==> src/rtl/data_memory_arbiter.sv <==
// rtl/data_memory_arbiter.sv - two-port round-robin arbiter in front of DataMemoryManager
//
// Shares one single-ported data memory between port 0 (CPU load/store) and
// port 1 (DMA/peripheral). Grants are combinational; read data is routed back
// through a tag pipeline matched to the fixed memory read latency RD_LAT.
//
// Ports:
//   CLK, RST                 clock, asynchronous active-high reset
//   reqN_i, weN_i            request valid and write enable per port
//   addrN_i, wdataN_i        request payload per port
//   gntN_o                   combinational grant per port
//   rvalidN_o, rdataN_o      read response strobe and data per port
//   mem_address_o/data_o     address / write data to the memory
//   mem_wren_o               write enable to the memory
//   mem_data_i               read data from the memory
//   gnt_cnt0_o, gnt_cnt1_o   saturating accepted-transaction counters
//   conflict_cnt_o           saturating count of cycles with both requests
module data_memory_arbiter #(
  parameter int ADDR_W = 32,
  parameter int DATA_W = 32,
  parameter int RD_LAT = 2
) (
  input  logic              CLK,
  input  logic              RST,
  input  logic              req0_i,
  input  logic              req1_i,
  input  logic              we0_i,
  input  logic              we1_i,
  input  logic [ADDR_W-1:0] addr0_i,
  input  logic [ADDR_W-1:0] addr1_i,
  input  logic [DATA_W-1:0] wdata0_i,
  input  logic [DATA_W-1:0] wdata1_i,
  output logic              gnt0_o,
  output logic              gnt1_o,
  output logic              rvalid0_o,
  output logic              rvalid1_o,
  output logic [DATA_W-1:0] rdata0_o,
  output logic [DATA_W-1:0] rdata1_o,
  output logic [ADDR_W-1:0] mem_address_o,
  output logic [DATA_W-1:0] mem_data_o,
  output logic              mem_wren_o,
  input  logic [DATA_W-1:0] mem_data_i,
  output logic [15:0]       gnt_cnt0_o,
  output logic [15:0]       gnt_cnt1_o,
  output logic [15:0]       conflict_cnt_o
);

  // prio = port that wins the next cycle in which both ports request
  logic              prio;
  logic [RD_LAT-1:0] tag_valid;
  logic [RD_LAT-1:0] tag_port;
  logic              rd_push;

  always_comb begin
    gnt0_o = 1'b0;
    gnt1_o = 1'b0;
    if (!RST) begin
      if (req0_i && (!req1_i || !prio)) begin
        gnt0_o = 1'b1;
      end else if (req1_i) begin
        gnt1_o = 1'b1;
      end
    end
  end

  // With no grant the memory sees port 0's payload; wren stays qualified.
  assign mem_address_o = gnt1_o ? addr1_i : addr0_i;
  assign mem_data_o    = gnt1_o ? wdata1_i : wdata0_i;
  assign mem_wren_o    = (gnt0_o & we0_i) | (gnt1_o & we1_i);
  assign rd_push       = (gnt0_o & ~we0_i) | (gnt1_o & ~we1_i);

  // The last tag stage lines up with the cycle mem_data_i carries the read.
  assign rvalid0_o = tag_valid[RD_LAT-1] & ~tag_port[RD_LAT-1];
  assign rvalid1_o = tag_valid[RD_LAT-1] &  tag_port[RD_LAT-1];
  assign rdata0_o  = mem_data_i;
  assign rdata1_o  = mem_data_i;

  always_ff @(posedge CLK or posedge RST) begin
    if (RST) begin
      prio           <= 1'b0;
      tag_valid      <= '0;
      tag_port       <= '0;
      gnt_cnt0_o     <= 16'h0000;
      gnt_cnt1_o     <= 16'h0000;
      conflict_cnt_o <= 16'h0000;
    end else begin
      if (gnt0_o) begin
        prio <= 1'b1;
      end else if (gnt1_o) begin
        prio <= 1'b0;
      end

      tag_valid[0] <= rd_push;
      tag_port[0]  <= gnt1_o;
      for (int i = 1; i < RD_LAT; i++) begin
        tag_valid[i] <= tag_valid[i-1];
        tag_port[i]  <= tag_port[i-1];
      end

      if (gnt0_o && gnt_cnt0_o != 16'hFFFF) begin
        gnt_cnt0_o <= gnt_cnt0_o + 16'd1;
      end
      if (gnt1_o && gnt_cnt1_o != 16'hFFFF) begin
        gnt_cnt1_o <= gnt_cnt1_o + 16'd1;
      end
      if (req0_i && req1_i && conflict_cnt_o != 16'hFFFF) begin
        conflict_cnt_o <= conflict_cnt_o + 16'd1;
      end
    end
  end

endmodule

==> config.mk <==
export PLATFORM = sky130hd
export DESIGN_NAME = data_memory_arbiter
export DESIGN_NICKNAME = d
export VERILOG_FILES = /design/src/rtl/data_memory_arbiter.sv
export SDC_FILE = /design/constraint.sdc
export NUM_CORES = 1
export LEC_CHECK = 0
export ABC_CLOCK_PERIOD_IN_PS = 5020
export BUFFER_PORTS_ARGS = -buffer_cell sky130_fd_sc_hd__buf_2
export CAP_MARGIN = 20
export CORE_AREA = 2 2 136 138
export CTS_BUF_LIST = sky130_fd_sc_hd__clkbuf_8
export CTS_CLUSTER_SIZE = 10
export DETAILED_ROUTE_END_ITERATION = 6
export DIE_AREA = 0 0 138 140
export HOLD_SLACK_MARGIN = 0.06
export MAX_ROUTING_LAYER = met4
export RECOVER_POWER = 50
export SYNTH_ARGS = -nofsm -noshare
export SYNTH_HDL_FRONTEND = slang
export SYNTH_SLANG_ARGS = --single-unit
==> constraint.sdc <==
create_clock -name CLK -period 5.02 [get_ports CLK]
set_clock_uncertainty 0.15 [all_clocks]
set_input_delay 0.251 -clock CLK [delete_from_list [all_inputs] [get_ports CLK]]
set_output_delay 0.251 -clock CLK [all_outputs]
set_load 0.01 [all_outputs]
==> flow_metrics.tcl <==
set metrics [dict create \
    synth_edf_count 0 \
    antenna_found_initial 11 \
    fin_crit_sh_pct 65.9 \
    totalPowerFinal_uw 1330 \
    cts_root_buf "clkbuf_8" \
    fin_setup_tns_ns 0 \
    fmaxAchievable_mhz 302 \
    slew_headroom_pct -94.8 \
    fp.dieW_um 138 \
    clkSinkCount 53 \
    crit_type "flip-flop to output port" \
    setup_viol 0 \
    swShare_pct 39.4 \
    ir_worst_vdd_v 0.000202 \
    ioPinCount 347 \
    synth_area_leader_cell "dfrtp_1" \
    nets 854 \
    p_seq_share_pct 46.2 \
    wirelength_um 15100 \
    postCtsSetupRepairBufs 0 \
    h-tree-depth 2 \
    drt-vias-per-instance 4.29 \
    crit_fanout 75 \
    io_buffers 250 \
    wire_per_inst_um 16.4 \
    crit_required_ns 4.62 \
    tightest_slew_ns 2.92 \
    grt_setup_unrepaired "false" \
    ys_seq_area_share_pct 34.4 \
    ys_warn_count 0 \
    critPathLaunchType "flip-flop" \
    nFillCells 2003 \
    power.density_nw_per_um2 266 \
    met3_length_um 1960 \
    ys_ff_latch 53 \
    synth-async-reset-ratio_pct 100 \
    maxCapViolCount 1 \
    met1Wirelength_um 6730 \
    max_stage_delay_ns 0.77 \
    synth_fp_nets 675 \
    finalMaxSlewViolations 54 \
    synth-main-ff-cell "dfrtp_1" \
    dpl.hpwl_um 12500 \
    crit_top_cell "nand2_1" \
    drive_gt1_share_pct 37.2 \
    p_switching_uw 523 \
    core_area_um2 17800 \
    synth_top_area_share_pct 34.4 \
    mappedNetlistArea_um2 3850 \
    grt_pass1_wl_um 22800 \
    violations "max-capacitance violations, max-slew violations" \
    vias 3972 \
    final-hold-violation-count 0 \
    syn_to_final_growth_pct 29.2 \
    first_pass_iters 4 \
    cp.arrival_ns 2.91 \
    start_util_pct 21.7 \
    die_h_um 140 \
    first_global_vias 3947 \
    num_rows 49 \
    finalWeightedCongestion 0.889 \
    path_cells "or2b_2 > nand3_4 > inv_2 > buf_12 > nand2_1 > nand2_1 > buf_2" \
    crit_slowest_cell "inv_2" \
    path_buf_inv 3 \
    antenna_left 0 \
    end_kind "output port" \
    p_int_uw 803 \
    wl_met2_um 6420 \
    cts_made_buffers 5 \
    crit_family "buffers and inverters" \
    path_clk_slew_ns 0.10 \
    top_layer_used "met4" \
    period_needed_ns 3.31 \
    grt_use_total_pct 15.4 \
    cts_tree "yes" \
    clock_power_share_pct 18.3 \
    ys_types 40 \
    syn_avg_cell_area_um2 7.62 \
    grt_max_degree 76 \
    clock_latency_ns 0.31 \
    hold_path_class "input port to flip-flop" \
    die_area_um2 19300 \
    power_frac_comb_pct 35.5 \
    drt_iter0_markers 162 \
    post-route-util_pct 28.0 \
    overflow 0 \
    drc_errors 0 \
    netlist_instances 506 \
    synth_area_leaders "dfrtp_1, nand2_1, buf_4, xor2_1, nor4_1" \
    cts_buffer_depth 2 \
    outcome "finished with violations" \
    leakage_uw 0.00274 \
]
logic make-up (layout without fill, tap and decap cells):
kind of cell | after synthesis | in the layout | synth area share (%)
adder cells (fa/ha/maj) | 3 | 3 | 0.974
multiplexers | 7 | 7 | 2.04
AO/OA/AOI/OAI | 7 | 7 | 1.14
AND/OR/NAND/NOR | 308 | 308 | 37.4
XOR/XNOR | 40 | 40 | 9.09
other | 0 | 11 | 0
flip-flops | 53 | 53 | 34.4
buffers and inverters | 88 | 267 | 15.0
path summary, 6_finish.rpt:
| kind | startpoint | end | slack [ns] | depth (start not counted) |
|---|---|---|---|---|
| worst max-delay path | prio | mem_data_o[24] | 1.71 | 7 |
| min in group asynchronous | RST | gnt_cnt1_o[7] | 1.00 | 3 |
| worst max register to register | prio | gnt_cnt1_o[11] | 2.47 | 5 |
| worst min-delay path | RST | prio | 0.12 | 2 |
| worst min register to register | tag_port[0] | tag_port[1] | 0.21 | 0 |
| max in group asynchronous | RST | tag_port[1] | 2.05 | 3 |
placed cells by master, fill, tap and decap left out, types with 6 or more instances in the layout:
cell	netlist	layout
nor3_1	12	12
nand2_1	210	210
nor4_1	17	16
buf_2	5	226
clkbuf_1	6	25
nor2_1	8	8
nand3_1	16	15
nand4_1	14	14
xor2_1	28	28
diode_2	0	11
mux2_2	6	6
dfrtp_1	53	53
xnor2_1	12	12
what timing repair did:
action | 4_1_cts | 5_1_grt
hold buffers | 2 | 0
gates resized for setup | 0 | 0
hold endpoints to repair | 1 | 0
endpoints found under the setup margin | 0 | 0
synth_stat cells, types with 2 or more instances:
| master | instances |
|---|---|
| nand2_1 | 210 |
| buf_4 | 64 |
| dfrtp_1 | 53 |
| xor2_1 | 28 |
| nor4_1 | 17 |
| nand3_1 | 16 |
| nand4_1 | 14 |
| nor3_1 | 12 |
| xnor2_1 | 12 |
| nor2_1 | 8 |
| buf_1 | 7 |
| clkbuf_1 | 6 |
| mux2_2 | 6 |
| buf_2 | 5 |
| inv_1 | 5 |
| and2_1 | 4 |
| o21ai_0 | 4 |
| ha_1 | 3 |
| nand4_2 | 3 |
| nor4b_1 | 3 |
| nand2b_1 | 2 |
| nand4b_1 | 2 |
| nor2b_1 | 2 |
| nor4_4 | 2 |
| or2_2 | 2 |
| or3_1 | 2 |
flip-flops by register name (all words and copies together) (netlist names):
name and cells:
tag_valid 2, prio 1, gnt_cnt0_o 16, conflict_cnt_o 16, tag_port 2, gnt_cnt1_o 16
through the flow:
step	cells	cell area [um2]	hold WS, ns	setup slack, ns
4_1_cts	914	4990	0.0714	1.59
6_report	925	4980	0.119	1.71
3_3_place_gp	904	4860	0.183	1.61
2_1_floorplan	506	3850	0.181	2.07
5_1_grt	925	4980	0.140	1.33
3_5_place_dp	905	4880	0.192	1.89
power groups by stage:
stage | sequential [uW] | clock (uW) | combinational [uW]
CTS | 613 | 256 | 492
global route | 630 | 277 | 528
global placement | 619 | 0 | 480
floorplan | 634 | 0 | 261
detailed placement | 620 | 0 | 488
finish | 612 | 243 | 470
layer usage:
layer  global-route usage (%)  vias to the layer above
met2                     22.7                      233
met3                     8.85                        2
met1                     19.3                     1776
li1                         -                     1961
met5                        -                        -
met4                    0.644                        0
final cells by class:
type,instances,area [um2],share of cell area [%]
flip-flops and latches,53,1330,26.6
clock buffers,5,68.8,1.38
well taps,229,287,5.75
diodes,11,27.5,0.553
clock inverters,2,13.8,0.276
multi-input cells,365,1970,39.6
repair buffers,254,1260,25.4
inverters,6,22.5,0.452
Note: power is estimated with default switching activity, not from simulation.
